$ cat src/rtl/clock_period_meter.sv
// clock_period_meter
//   Measures the period and high time of a slow asynchronous square wave in
//   system-clock cycles, using a start/done handshake.
//
// Parameters
//   WIDTH        counter and result width
//   SYNC_STAGES  flops in the input synchronizer (2 or more)
//
// Ports
//   clock       system clock, rising edge
//   reset       synchronous active-low reset
//   signalIn    asynchronous square wave to measure
//   start       begin a measurement (only honoured in IDLE)
//   continuous  re-arm after each completed measurement
//   busy        high whenever not IDLE
//   done        one-cycle pulse when the results below update
//   periodOut   cycles between two synchronized rising edges
//   highOut     cycles from that rising edge to the following falling edge
//   overflow    last measurement timed out, results are all ones
module clock_period_meter #(
    parameter int WIDTH       = 32,
    parameter int SYNC_STAGES = 2
) (
    input  logic             clock,
    input  logic             reset,
    input  logic             signalIn,
    input  logic             start,
    input  logic             continuous,
    output logic             busy,
    output logic             done,
    output logic [WIDTH-1:0] periodOut,
    output logic [WIDTH-1:0] highOut,
    output logic             overflow
);

    localparam logic [1:0] IDLE      = 2'd0;
    localparam logic [1:0] WAIT_LOW  = 2'd1;
    localparam logic [1:0] WAIT_RISE = 2'd2;
    localparam logic [1:0] MEASURE   = 2'd3;

    localparam logic [WIDTH-1:0] CNT_MAX = {WIDTH{1'b1}};
    localparam logic [WIDTH-1:0] CNT_ONE = WIDTH'(1);

    logic [SYNC_STAGES-1:0] syncChain;
    logic                   sync;
    logic                   prev;
    logic                   rise;
    logic                   fall;

    logic [1:0]       state;
    logic [WIDTH-1:0] counter;
    logic [WIDTH-1:0] highReg;
    logic             highSeen;
    logic             timeout;

    // Input synchronizer followed by one extra register for edge detection.
    // Both edges see the same latency, so it cancels out of the results.
    always_ff @(posedge clock) begin
        if (!reset) begin
            syncChain <= '0;
            prev      <= 1'b0;
        end else begin
            syncChain <= {syncChain[SYNC_STAGES-2:0], signalIn};
            prev      <= sync;
        end
    end

    assign sync = syncChain[SYNC_STAGES-1];
    assign rise = sync & ~prev;
    assign fall = ~sync & prev;

    // A rise in MEASURE completes the measurement and wins over the timeout;
    // otherwise a saturated counter ends the attempt before it could wrap.
    assign timeout = (state != IDLE) && (counter == CNT_MAX) &&
                     !((state == MEASURE) && rise);

    assign busy = (state != IDLE);

    always_ff @(posedge clock) begin
        if (!reset) begin
            state     <= IDLE;
            counter   <= '0;
            highReg   <= '0;
            highSeen  <= 1'b0;
            done      <= 1'b0;
            periodOut <= '0;
            highOut   <= '0;
            overflow  <= 1'b0;
        end else begin
            done <= 1'b0;
            if (timeout) begin
                overflow  <= 1'b1;
                periodOut <= CNT_MAX;
                highOut   <= CNT_MAX;
                done      <= 1'b1;
                state     <= IDLE;
            end else begin
                case (state)
                    IDLE: begin
                        if (start) begin
                            counter <= '0;
                            state   <= WAIT_LOW;
                        end
                    end
                    // Skip a high level already present at start so the
                    // first measured rise is a genuine edge.
                    WAIT_LOW: begin
                        counter <= counter + CNT_ONE;
                        if (!sync)
                            state <= WAIT_RISE;
                    end
                    WAIT_RISE: begin
                        if (rise) begin
                            counter  <= CNT_ONE;
                            highSeen <= 1'b0;
                            state    <= MEASURE;
                        end else begin
                            counter <= counter + CNT_ONE;
                        end
                    end
                    MEASURE: begin
                        counter <= counter + CNT_ONE;
                        if (fall && !highSeen) begin
                            highReg  <= counter;
                            highSeen <= 1'b1;
                        end
                        if (rise) begin
                            periodOut <= counter;
                            highOut   <= highReg;
                            overflow  <= 1'b0;
                            done      <= 1'b1;
                            if (continuous) begin
                                // This rise is also the start of the next period.
                                counter  <= CNT_ONE;
                                highSeen <= 1'b0;
                            end else begin
                                state <= IDLE;
                            end
                        end
                    end
                    default: state <= IDLE;
                endcase
            end
        end
    end

endmodule

$ cat config.mk
export PLATFORM = sky130hd
export DESIGN_NAME = clock_period_meter
export DESIGN_NICKNAME = d
export VERILOG_FILES = /design/src/rtl/clock_period_meter.sv
export SDC_FILE = /design/constraint.sdc
export NUM_CORES = 1
export LEC_CHECK = 0
export BUFFER_PORTS_ARGS = -buffer_cell sky130_fd_sc_hd__buf_2
export CORE_MARGIN = 3
export CORE_UTILIZATION = 40
export DETAILED_ROUTE_END_ITERATION = 8
export PLACE_DENSITY = 0.65
export SYNTH_ARGS = -nofsm -noshare
export SYNTH_HDL_FRONTEND = slang
export SYNTH_SLANG_ARGS = --single-unit
export TNS_END_PERCENT = 10
$ cat constraint.sdc
create_clock -name clock -period 3.2 [get_ports clock]
set_input_delay 0.32 -clock clock [delete_from_list [all_inputs] [get_ports clock]]
set_output_delay 0.32 -clock clock [all_outputs]
set_load 0.02 [all_outputs]
* Yosys cells after proc, flatten, opt, wreduce, memory -nomap -nowiden
Cells that the tools add are included. W data, S select, Z words.
Storage, ports and cells: flip-flop bits (word level) 136, bits in latches 0, RAM bits 0, ROM bits 0, output and inout port bits 67, word-level logic and storage cells 70, memories kept 0
Cells by class: $add $sub $neg 1, multipliers 0, div/mod/pow operators 0, magnitude comparators 0, equality and inequality tests 9, shifts and indexed selects 0, muxes and demuxes 27, bitwise gates (word level) 6, reduce and logical (&&, ||, !) cells 17
Operators by type and width (number):
- $mux W32 | 10
- $pmux W32 S4 | 1
- $add A32 B1 Y32 const B | 1
- $eq A32 B32 Y1 const B | 1
- $mux W2 | 5
- $ne A2 B2 Y1 const B | 5
- $mux W1 | 9
- $pmux W2 S4 | 1
- $reduce_bool A2 Y1 | 4
- $reduce_and A3 Y1 | 2
- $reduce_and A5 Y1 | 1
- $eq A2 B2 Y1 const B | 2
- $logic_and A1 B1 Y1 | 4
- $not A1 Y1 | 4
- $reduce_and A2 Y1 | 2
- $and A1 B1 Y1 | 2
- $eq A2 B1 Y1 const B | 1
- $logic_not A1 Y1 | 2
- $logic_not A2 Y1 | 1
- $pmux W1 S2 | 1
- $reduce_or A2 Y1 | 1

* Longest topological paths before layout
Gate-level depths: netlist of run 1.
word-level depth 7, gate-level depth with buffers 9, gate-level depth less buffers 7

* Worst setup path after synthesis of run 1
Ideal clock, no wire load.
path type flip-flop to flip-flop, from reg counter[0], to reg counter[21], arrival time 1.963 ns, required time 3.066 ns, path slack 1.102 ns, cell stages (with the launch flop) 10, period minus slack after synthesis 2.098 ns, path through dfxtp_1 -> ha_1 -> and3_1 -> clkbuf_1 -> and4_1 -> and4_1 -> buf_4 -> buf_2 -> o311ai_0 -> o31ai_1
On the way: cells in the longest elaborated chain, start to end 5, elaborated cells on any way between the ends 10
RTL lines:
- from (decl) | RTL line 51 | logic [WIDTH-1:0] counter;
- from (signal assigned) | RTL line 108 | counter <= counter + CNT_ONE;
- from (signal assigned) | RTL line 118 | counter <= counter + CNT_ONE;
- from (signal assigned) | RTL line 122 | counter <= counter + CNT_ONE;
- parallel branches: the longest is 5 deep, another holds $add A32 B1 Y32
Several ways; the timed one is not identified. A chain may end at the register's enable or synchronous reset.

* Final worst setup path of run 1
from reg counter[0], to reg highOut[10]
On the way: cells in the longest elaborated chain, start to end 5, elaborated cells on any way between the ends 7
RTL lines:
- $eq A32 B32 Y1 (*) | RTL line 74 | assign timeout = (state != IDLE) && (counter == CNT_MAX) &&
- $logic_and A1 B1 Y1 (*) (2 in series) | RTL line 74
- $reduce_bool A2 Y1 (no source line)
- $reduce_and A2 Y1 (no source line)
- to (signal assigned) | RTL line 129 | highOut <= highReg;
- to (decl) | RTL line 32 | output logic [WIDTH-1:0] highOut,
Every way passes the cells marked *; elsewhere a longest branch is shown, timed or not.

==> results_dict.tcl, run 1 <==
set metrics [dict create \
    status "completed" \
    nFillCells 1309 \
    ios 72 \
    clkTransAtPathRegs_ps 60 \
    diodes 0 \
    multi_input_area_um2 2860 \
    max_slew.worst_pin.slew_ps 753 \
    fin_util 0.497 \
    place.gp.congestion 0.879 \
    fin_area_um2 7040 \
    synth_nets 615 \
    postCtsSetupRepairBufs 0 \
    synth_top_area_frac 0.460 \
    clk_latency_ps 420 \
    vias_per_cell 6.04 \
    die_h_um 128 \
    max_slew_margin 0.494 \
    yosysTopAreaCell "dfxtp_1" \
    ant_nets 0 \
    cp_slowest_cell "o21ai_4" \
    vias 5118 \
    combinationalPowerShare 0.140 \
    drt_iter0_drc 448 \
    cts_resized 0 \
    clock_tree.root_cell "clkbuf_16" \
    yosys_most_used_dff "dfxtp_1" \
    drive_above_1_share 0.232 \
    htree_levels 4 \
    worst_ep_required_time_ps 3560 \
    r2r_start "counter[0]$_SDFFE_PN0P_" \
    reg2reg_depth 7 \
    switching_share 0.260 \
    slowest_delay_ps 530 \
    peakVddDrop_mv 0.354 \
    criticalPathCategory "reg -> reg" \
    arrival_ps 2910 \
    netlist_top_cells_area "dfxtp_1 (46%), o221a_1 (9.3%), nand2_1 (5.9%), mux2i_1 (5.8%), o221a_2 (3.4%)" \
    cts_num_sinks 136 \
    initial_core_util 0.418 \
    min_path_type "in -> reg" \
    syn_area_um2 5920 \
    crit_path_end "highOut[10]$_SDFFE_PN0P_" \
    drtPass1Iterations 5 \
    fin_crit_sh 0.797 \
    reg2reg_slack_ps 650 \
    cts_tree "done" \
    rows 43 \
    clkPwrFrac 0.474 \
    critPathBufInv 1 \
    dp_hpwl_mm 11.7 \
    grt_pass1_vias 4955 \
    grt_pass1_wl_mm 27.2 \
    fin_crit_ps 2550 \
    ctsHoldBuffers 0 \
    hold_violations 0 \
    die-area_um2 16300 \
    portBuffers 71 \
    syn_inst 604 \
    wl_mm 17.0 \
    synth_area_per_cell_um2 9.80 \
    post_synth_num_cell_types 54 \
    async_flop_share 0 \
    timing.rr.end "highOut[10]$_SDFFE_PN0P_" \
    grt.total_usage 0.213 \
    grt_start_max_net_pins 67 \
    drc 0 \
    setup_viol 0 \
    area_growth_pct 19.0 \
    overflow 0 \
    rsz0062_at_grt "no" \
    fin_worst_skew_ps 10.4 \
    cp_cell_sequence "ha_1 -> nand3_1 -> nor2_1 -> nand4b_4 -> o21ai_4 -> buf_12 -> o221a_2" \
    path_delay_family "simple AND/OR/NAND/NOR gates" \
    leakage_nw 2.90 \
    ff_latch_area_um2 2720 \
    power_switching_w 0.00118 \
    yosysMostFrequentCell "dfxtp_1" \
    cp-end-kind "flip-flop" \
    yosys_register_bits 136 \
    path_depth 7 \
    netlist_top_cells_count "dfxtp_1 (136), nand2_1 (93), o221a_1 (49)" \
    slew_viol_final 0 \
    nets 667 \
    ys_warn_count 0 \
    internal_power_w 0.00336 \
    clk_path_buf_depth 2 \
    start_kind "flip-flop" \
    cp_max_fo 29 \
    core_um2 14100 \
    numCtsBuffers 17 \
    antenna_found_initial 0 \
    fmaxAchievable_mhz 392 \
    powerDensity_nw_per_um2 644 \
    synth-seq-area-share 0.460 \
    max_cap_viol_count 0 \
    p_seq_frac 0.386 \
    die_w_um 128 \
    critPathLaunch "counter[0]$_SDFFE_PN0P_" \
    post_drt_wl_per_cell_um 20.1 \
    synth-edff-count 0 \
    fin_setup_tns_ps 0 \
    place_area_um2 6390 \
]
==> kinds of logic (layout without fill, tap and decap cells) <==
logic type	after synthesis	in the layout	share of synthesized area
and+or+nand+nor	202	202	0.177
AOI/OAI and AO/OA	156	156	0.236
DFF	136	136	0.460
adders and majority gates	6	6	0.0127
buffers and inverters	70	133	0.0575
muxes	34	34	0.0575
==> how the worst min path moves through the flow <==
stage / start / slack, ps / end / depth (start not counted)
finish: signalIn / 110 / syncChain[0]$_SDFF_PN0_ / 2
detailed placement: syncChain[0]$_SDFF_PN0_ / 420 / syncChain[1]$_SDFF_PN0_ / 1
global placement: syncChain[0]$_SDFF_PN0_ / 420 / syncChain[1]$_SDFF_PN0_ / 1
floorplan: syncChain[0]$_SDFF_PN0_ / 410 / syncChain[1]$_SDFF_PN0_ / 1
CTS: signalIn / 90 / syncChain[0]$_SDFF_PN0_ / 2
global route: signalIn / 100 / syncChain[0]$_SDFF_PN0_ / 2
==> stage by stage <==
stage,hold WS [ps],instances,power [W],setup WS (ps)
floorplan,412,604,0.00221,1100
global placement,424,817,0.00239,782
detailed placement,421,817,0.00241,687
CTS,93.8,847,0.00456,675
global route,95.1,847,0.00470,446
finish,106,847,0.00454,651
==> metal layers <==
| layer | part of all wire | GRT usage | vias to the layer above |
|---|---|---|---|
| li1 | - | - | 2412 |
| met1 | 0.46 | 0.290 | 2449 |
| met2 | 0.45 | 0.329 | 221 |
| met3 | 0.065 | 0.0523 | 36 |
| met4 | 0.025 | 0.0793 | 0 |
| met5 | 0 | 0 | - |
==> placed cells by master, fill, tap and decap left out, types with 8 or more instances in the layout <==
master,netlist,layout
a31oi_1,8,8
nand2_1,93,93
clkbuf_16,0,17
and3_1,11,11
o21ai_0,13,13
a211oi_1,8,8
buf_4,6,20
inv_1,11,11
nor2_1,13,13
nor3_1,13,13
nand4_1,12,12
o221a_1,49,49
dfxtp_1,136,136
buf_2,5,70
nand3_1,16,16
a21oi_1,19,19
o221a_2,18,18
mux2i_1,34,34
o31ai_1,11,11
==> sequential cells by signal, summed over array words and instances, names as in the netlist, 2 cells and up <==
register and count:
highOut 32, counter 32, periodOut 32, state 2, syncChain 2, highReg 32
==> cell type report <==
class,instances,area share
Clock buffer,19,0.0643
Clock inverter,11,0.0277
Inverter,11,0.00587
Multi-Input combinational cell,398,0.407
Sequential cell,136,0.387
Tap cell,180,0.0320
Timing Repair Buffer,92,0.0768
==> power by group through the flow <==
stage	registers, W	clock network (W)	logic (W)
floorplan	0.00180	0	0.000404
global placement	0.00178	0	0.000607
detailed placement	0.00179	0	0.000623
CTS	0.00175	0.00218	0.000626
global route	0.00176	0.00226	0.000690
finish	0.00175	0.00215	0.000637
Power figures use the tool's default switching activity.
==> run 2, diff against run 1 <==
--- a/config.mk
+++ b/config.mk
@@ -9,7 +9,7 @@
 export CORE_MARGIN = 3
 export CORE_UTILIZATION = 40
 export DETAILED_ROUTE_END_ITERATION = 8
-export PLACE_DENSITY = 0.65
+export PLACE_DENSITY = 0.68
 export SYNTH_ARGS = -nofsm -noshare
 export SYNTH_HDL_FRONTEND = slang
 export SYNTH_SLANG_ARGS = --single-unit
==> constraint.sdc (replaced) <==
create_clock -name clock -period 2.1 [get_ports clock]
set_input_delay 0.21 -clock clock [delete_from_list [all_inputs] [get_ports clock]]
set_output_delay 0.21 -clock clock [all_outputs]
set_load 0.02 [all_outputs]
==> results_dict.tcl, run 2 (synthesized netlist as in run 1, its figures left out) <==
set metrics [dict create \
    ant_nets 0 \
    min_path_type "in -> reg" \
    fin_worst_skew_ps 16.8 \
    path_delay_family "simple AND/OR/NAND/NOR gates" \
    initial_core_util 0.418 \
    diodes 0 \
    drt_iter0_drc 472 \
    cp_slowest_cell "or4_4" \
    clkTransAtPathRegs_ps 60 \
    peakVddDrop_mv 0.571 \
    die_h_um 128 \
    fin_crit_sh 0.990 \
    cts_num_sinks 136 \
    powerDensity_nw_per_um2 878 \
    place.gp.congestion 0.940 \
    rows 43 \
    place_inst 894 \
    p_total_w 0.00673 \
    cp_cell_sequence "nand4_1 -> or4_4 -> or4_1 -> a211oi_2 -> o32ai_2" \
    clk_latency_ps 430 \
    fin_crit_ps 2080 \
    overflow 0 \
    worst_ep_required_time_ps 2390 \
    max_cap_viol_count 0 \
    cp_max_fo 7 \
    nFillCells 1284 \
    drc 0 \
    dp_hpwl_mm 13.2 \
    critPathBufInv 0 \
    nets 745 \
    hold_violations 0 \
    grt_pass1_wl_mm 29.2 \
    die_w_um 128 \
    setup_viol 0 \
    criticalPathCategory "reg -> reg" \
    core_um2 14100 \
    antenna_found_initial 0 \
    grt.total_usage 0.228 \
    max_slew_margin 0.645 \
    leakage_nw 3.30 \
    final_cell_mix "dfxtp_1 (129), nand2_1 (93), buf_4 (93)" \
    post_drt_wl_per_cell_um 19.7 \
    layout_commonest_cell "dfxtp_1" \
    postCtsSetupRepairBufs 0 \
    portBuffers 71 \
    drive_above_1_share 0.340 \
    rsz0062_at_grt "yes" \
    clock_tree.root_cell "clkbuf_16" \
    htree_levels 4 \
    die-area_um2 16300 \
    drtPass1Iterations 5 \
    clk_path_buf_depth 2 \
    arrival_ps 2370 \
    cts_tree "done" \
    wl_mm 18.3 \
    status "completed" \
    grt_start_max_net_pins 80 \
    start_kind "flip-flop" \
    slew_viol_final 0 \
    numCtsBuffers 17 \
    ios 72 \
    slowest_delay_ps 560 \
    max_slew.worst_pin.slew_ps 532 \
    fmaxAchievable_mhz 481 \
    grt_pass1_vias 5198 \
    cp-end-kind "flip-flop" \
    area_growth_pct 29.5 \
    vias 5430 \
    fin_setup_tns_ps 0 \
    finalNonFillerCells 927 \
    vias_per_cell 5.86 \
]
-- run 2: path summary, 6_finish.rpt --
check / end / cells past startpoint / start / slack (ps)
max: counter[19]$_SDFFE_PN0P_ / 5 / counter[11]$_SDFFE_PN0P_ / 20
min: periodOut[21]$_SDFFE_PN0P_ / 2 / reset / 190
max reg2reg: counter[19]$_SDFFE_PN0P_ / 5 / counter[11]$_SDFFE_PN0P_ / 20
min reg2reg: syncChain[1]$_SDFF_PN0_ / 1 / syncChain[0]$_SDFF_PN0_ / 440
-- run 2: cell type report --
| type | instances | area [um^2] | share of cell area |
|---|---|---|---|
| clock buffers | 19 | 453 | 0.0591 |
| clock inverters | 13 | 121 | 0.0158 |
| inverters | 11 | 41.3 | 0.00539 |
| multi-input cells | 398 | 2910 | 0.380 |
| flip-flops and latches | 136 | 2730 | 0.357 |
| well taps | 180 | 225 | 0.0294 |
| repair buffers | 170 | 1180 | 0.154 |
-- run 2: per-stage QoR --
step / worst slack (ps) / hold slack [ps] / instance area, um^2 / utilization
CTS: 1.42 / 180 / 7630 / 0.539
detailed placement: -73.3 / 421 / 7020 / 0.496
global placement: -22.8 / 421 / 7020 / 0.496
floorplan: 2.17 / 337 / 5920 / -
global route: -70.1 / 188 / 7660 / 0.541
finish: 20.1 / 192 / 7660 / 0.541
-- run 2: metal layers --
metal  vias up  global-route usage  part of all wire
li1       2569                   -                 -
met5         -                   0                 0
met3        18              0.0502             0.062
met1      2666               0.313              0.46
met2       177               0.362              0.47
met4         0              0.0687             0.013
-- run 2: report_power, final --
part	leakage, nW	internal, W	switching (W)
clock network	0.278	0.00162	0.00125
registers	1.10	0.00263	0.0000369
logic	1.92	0.000477	0.000706
total	3.30	0.00473	0.00199
-- run 2: repair_timing --
action                                  CTS  global route
gates cloned                              0             0
endpoints found under the setup margin   10            67
resized for setup                         9            15
pin swaps                                 0             1
hold buffers                              1             0
endpoints found under the hold margin     1             0
==> run 3, diff against run 2 <==
--- a/config.mk
+++ b/config.mk
@@ -5,11 +5,11 @@
 export SDC_FILE = /design/constraint.sdc
 export NUM_CORES = 1
 export LEC_CHECK = 0
-export BUFFER_PORTS_ARGS = -buffer_cell sky130_fd_sc_hd__buf_2
 export CORE_MARGIN = 3
 export CORE_UTILIZATION = 40
 export DETAILED_ROUTE_END_ITERATION = 8
-export PLACE_DENSITY = 0.68
+export DONT_BUFFER_PORTS = 1
+export PLACE_DENSITY = 0.63
 export SYNTH_ARGS = -nofsm -noshare
 export SYNTH_HDL_FRONTEND = slang
 export SYNTH_SLANG_ARGS = --single-unit
==> results_dict.tcl, run 3 (synthesized netlist as in run 1, its figures left out) <==
set metrics [dict create \
    status "completed" \
    place_inst 806 \
    grt.total_usage 0.233 \
    post_drt_wl_per_cell_um 22.4 \
    die_w_um 128 \
    wl_met2_mm 8.85 \
    hold_violations 0 \
    leakage_nw 2.96 \
    nets 695 \
    setup_viol 0 \
    fin_crit_ps 2050 \
    grt_start_max_net_pins 103 \
    clock_tree.root_cell "clkbuf_16" \
    fin_worst_skew_ps 10.3 \
    wl_mm 19.6 \
    clkTransAtPathRegs_ps 60 \
    wl_met1_mm 8.33 \
    cp_cell_sequence "buf_6 -> nand2_2 -> nor4_4 -> nand4b_4 -> o21ai_4 -> buf_12 -> buf_8 -> o221a_2" \
    drt_iter0_drc 418 \
    place_area_um2 6510 \
    clk_path_buf_depth 2 \
    r2r_start "counter[11]$_SDFFE_PN0P_" \
    reg2reg_depth 8 \
    path_delay_family "simple AND/OR/NAND/NOR gates" \
    fin_worst_hold_slack_ps 21.6 \
    cp-end-kind "flip-flop" \
    numCtsBuffers 17 \
    vias 5413 \
    fin_crit_sh 0.978 \
    max_slew_margin 0.661 \
    fmaxAchievable_mhz 487 \
    wl_met3_mm 1.62 \
    crit_path_end "periodOut[30]$_SDFFE_PN0P_" \
    max_slew.worst_pin.slew_ps 508 \
    vias_per_cell 6.17 \
    criticalPathCategory "reg -> reg" \
    area_growth_pct 29.5 \
    top_layer_used "met4" \
    ant_nets 0 \
    grt_pass1_wl_mm 29.4 \
    ios 72 \
    reg2reg_slack_ps 50 \
    die-area_um2 16300 \
    nFillCells 1241 \
    peakVddDrop_mv 0.584 \
    cp_max_fo 12 \
    core_um2 14100 \
    dp_hpwl_mm 12.3 \
    critPathLaunch "counter[11]$_SDFFE_PN0P_" \
    antenna_found_initial 0 \
    rsz0062_at_grt "yes" \
    arrival_ps 2430 \
    drive_above_1_share 0.253 \
    timing.rr.end "periodOut[30]$_SDFFE_PN0P_" \
    fin_area_um2 7660 \
    path_depth 8 \
    layout_commonest_cell "dfxtp_1" \
    portBuffers 0 \
    rows 43 \
    hold_start "reset" \
    place.gp.congestion 0.930 \
    cts_num_sinks 136 \
    overflow 0 \
    diodes 0 \
    drtPass1Iterations 6 \
    grt_pass1_vias 5183 \
    start_kind "flip-flop" \
    worst_ep_required_time_ps 2470 \
    finalNonFillerCells 877 \
    htree_levels 4 \
    die_h_um 128 \
    initial_core_util 0.418 \
    powerDensity_nw_per_um2 899 \
    final_cell_mix "dfxtp_1 (128), nand2_1 (90), buf_4 (76)" \
    cts_tree "done" \
    max_cap_viol_count 0 \
    critPathBufInv 3 \
    drc 0 \
    multi_input_area_um2 2920 \
    min_path_type "in -> reg" \
    slowest_delay_ps 410 \
    ff_latch_area_um2 2740 \
    cp_slowest_cell "nor4_4" \
    slew_viol_final 0 \
    clk_latency_ps 430 \
]
==> run 3: changes by cell type in the layout (fill, tap and decap cells not counted), sizes merged <==
| cell | previous run | this run |
|---|---|---|
| clkbuf | 19 | 22 |
| inv | 21 | 13 |
| buf | 169 | 87 |
| clkinv | 1 | 5 |
| dlygate4sd3 | 1 | 30 |
| bufinv | 0 | 3 |
| clkinvlp | 2 | 3 |
==> run 3: how the worst min path moves through the flow <==
stage	end	slack (ps)	depth (start not counted)
final	highReg[18]$_SDFFE_PN0P_	20	2
after global routing	highReg[24]$_SDFFE_PN0P_	20	2
after detailed placement	syncChain[0]$_SDFF_PN0_	350	1
after global placement	syncChain[0]$_SDFF_PN0_	340	1
after floorplan	syncChain[0]$_SDFF_PN0_	340	1
after CTS	counter[22]$_SDFFE_PN0P_	0.1	2
==> run 3: what timing repair did <==
item                                   CTS  global route
setup endpoints to repair               98           129
endpoints found under the hold margin  115             3
buffers inserted                         1             3
cloned                                   0             4
pin swaps                                1             5
hold buffers                            30             1
resized for setup                        1            36
==> run 3: area by class of cell <==
type / count / share of cell area
inverters: 11 / 0.00539
repair buffers: 120 / 0.147
well taps: 180 / 0.0294
clock buffers: 19 / 0.0578
clock inverters: 13 / 0.0222
flip-flops and latches: 136 / 0.357
multi-input cells: 398 / 0.381
==> run 3: stage by stage <==
| stage | worst slack (ps) | power [W] | setup TNS, ps | util |
|---|---|---|---|---|
| floorplan | 2.17 | 0.00336 | 0 | - |
| CTS | -3.37 | 0.00681 | -3.37 | 0.526 |
| global placement | -110 | 0.00365 | -8500 | 0.460 |
| detailed placement | -105 | 0.00368 | -7190 | 0.460 |
| finish | 45.3 | 0.00689 | 0 | 0.541 |
| global route | -33.4 | 0.00714 | -65.4 | 0.541 |
==> run 3: layer usage <==
layer	up-vias	GRT usage
met4	0	0.121
met2	243	0.351
met1	2643	0.303
met3	57	0.0677
li1	2470	-
met5	-	0
==> run 3: where the power goes <==
part           total, W  internal, W  switching, W
combinational   0.00109     0.000428      0.000657
clock           0.00310      0.00191       0.00119
sequential      0.00271      0.00263     0.0000763
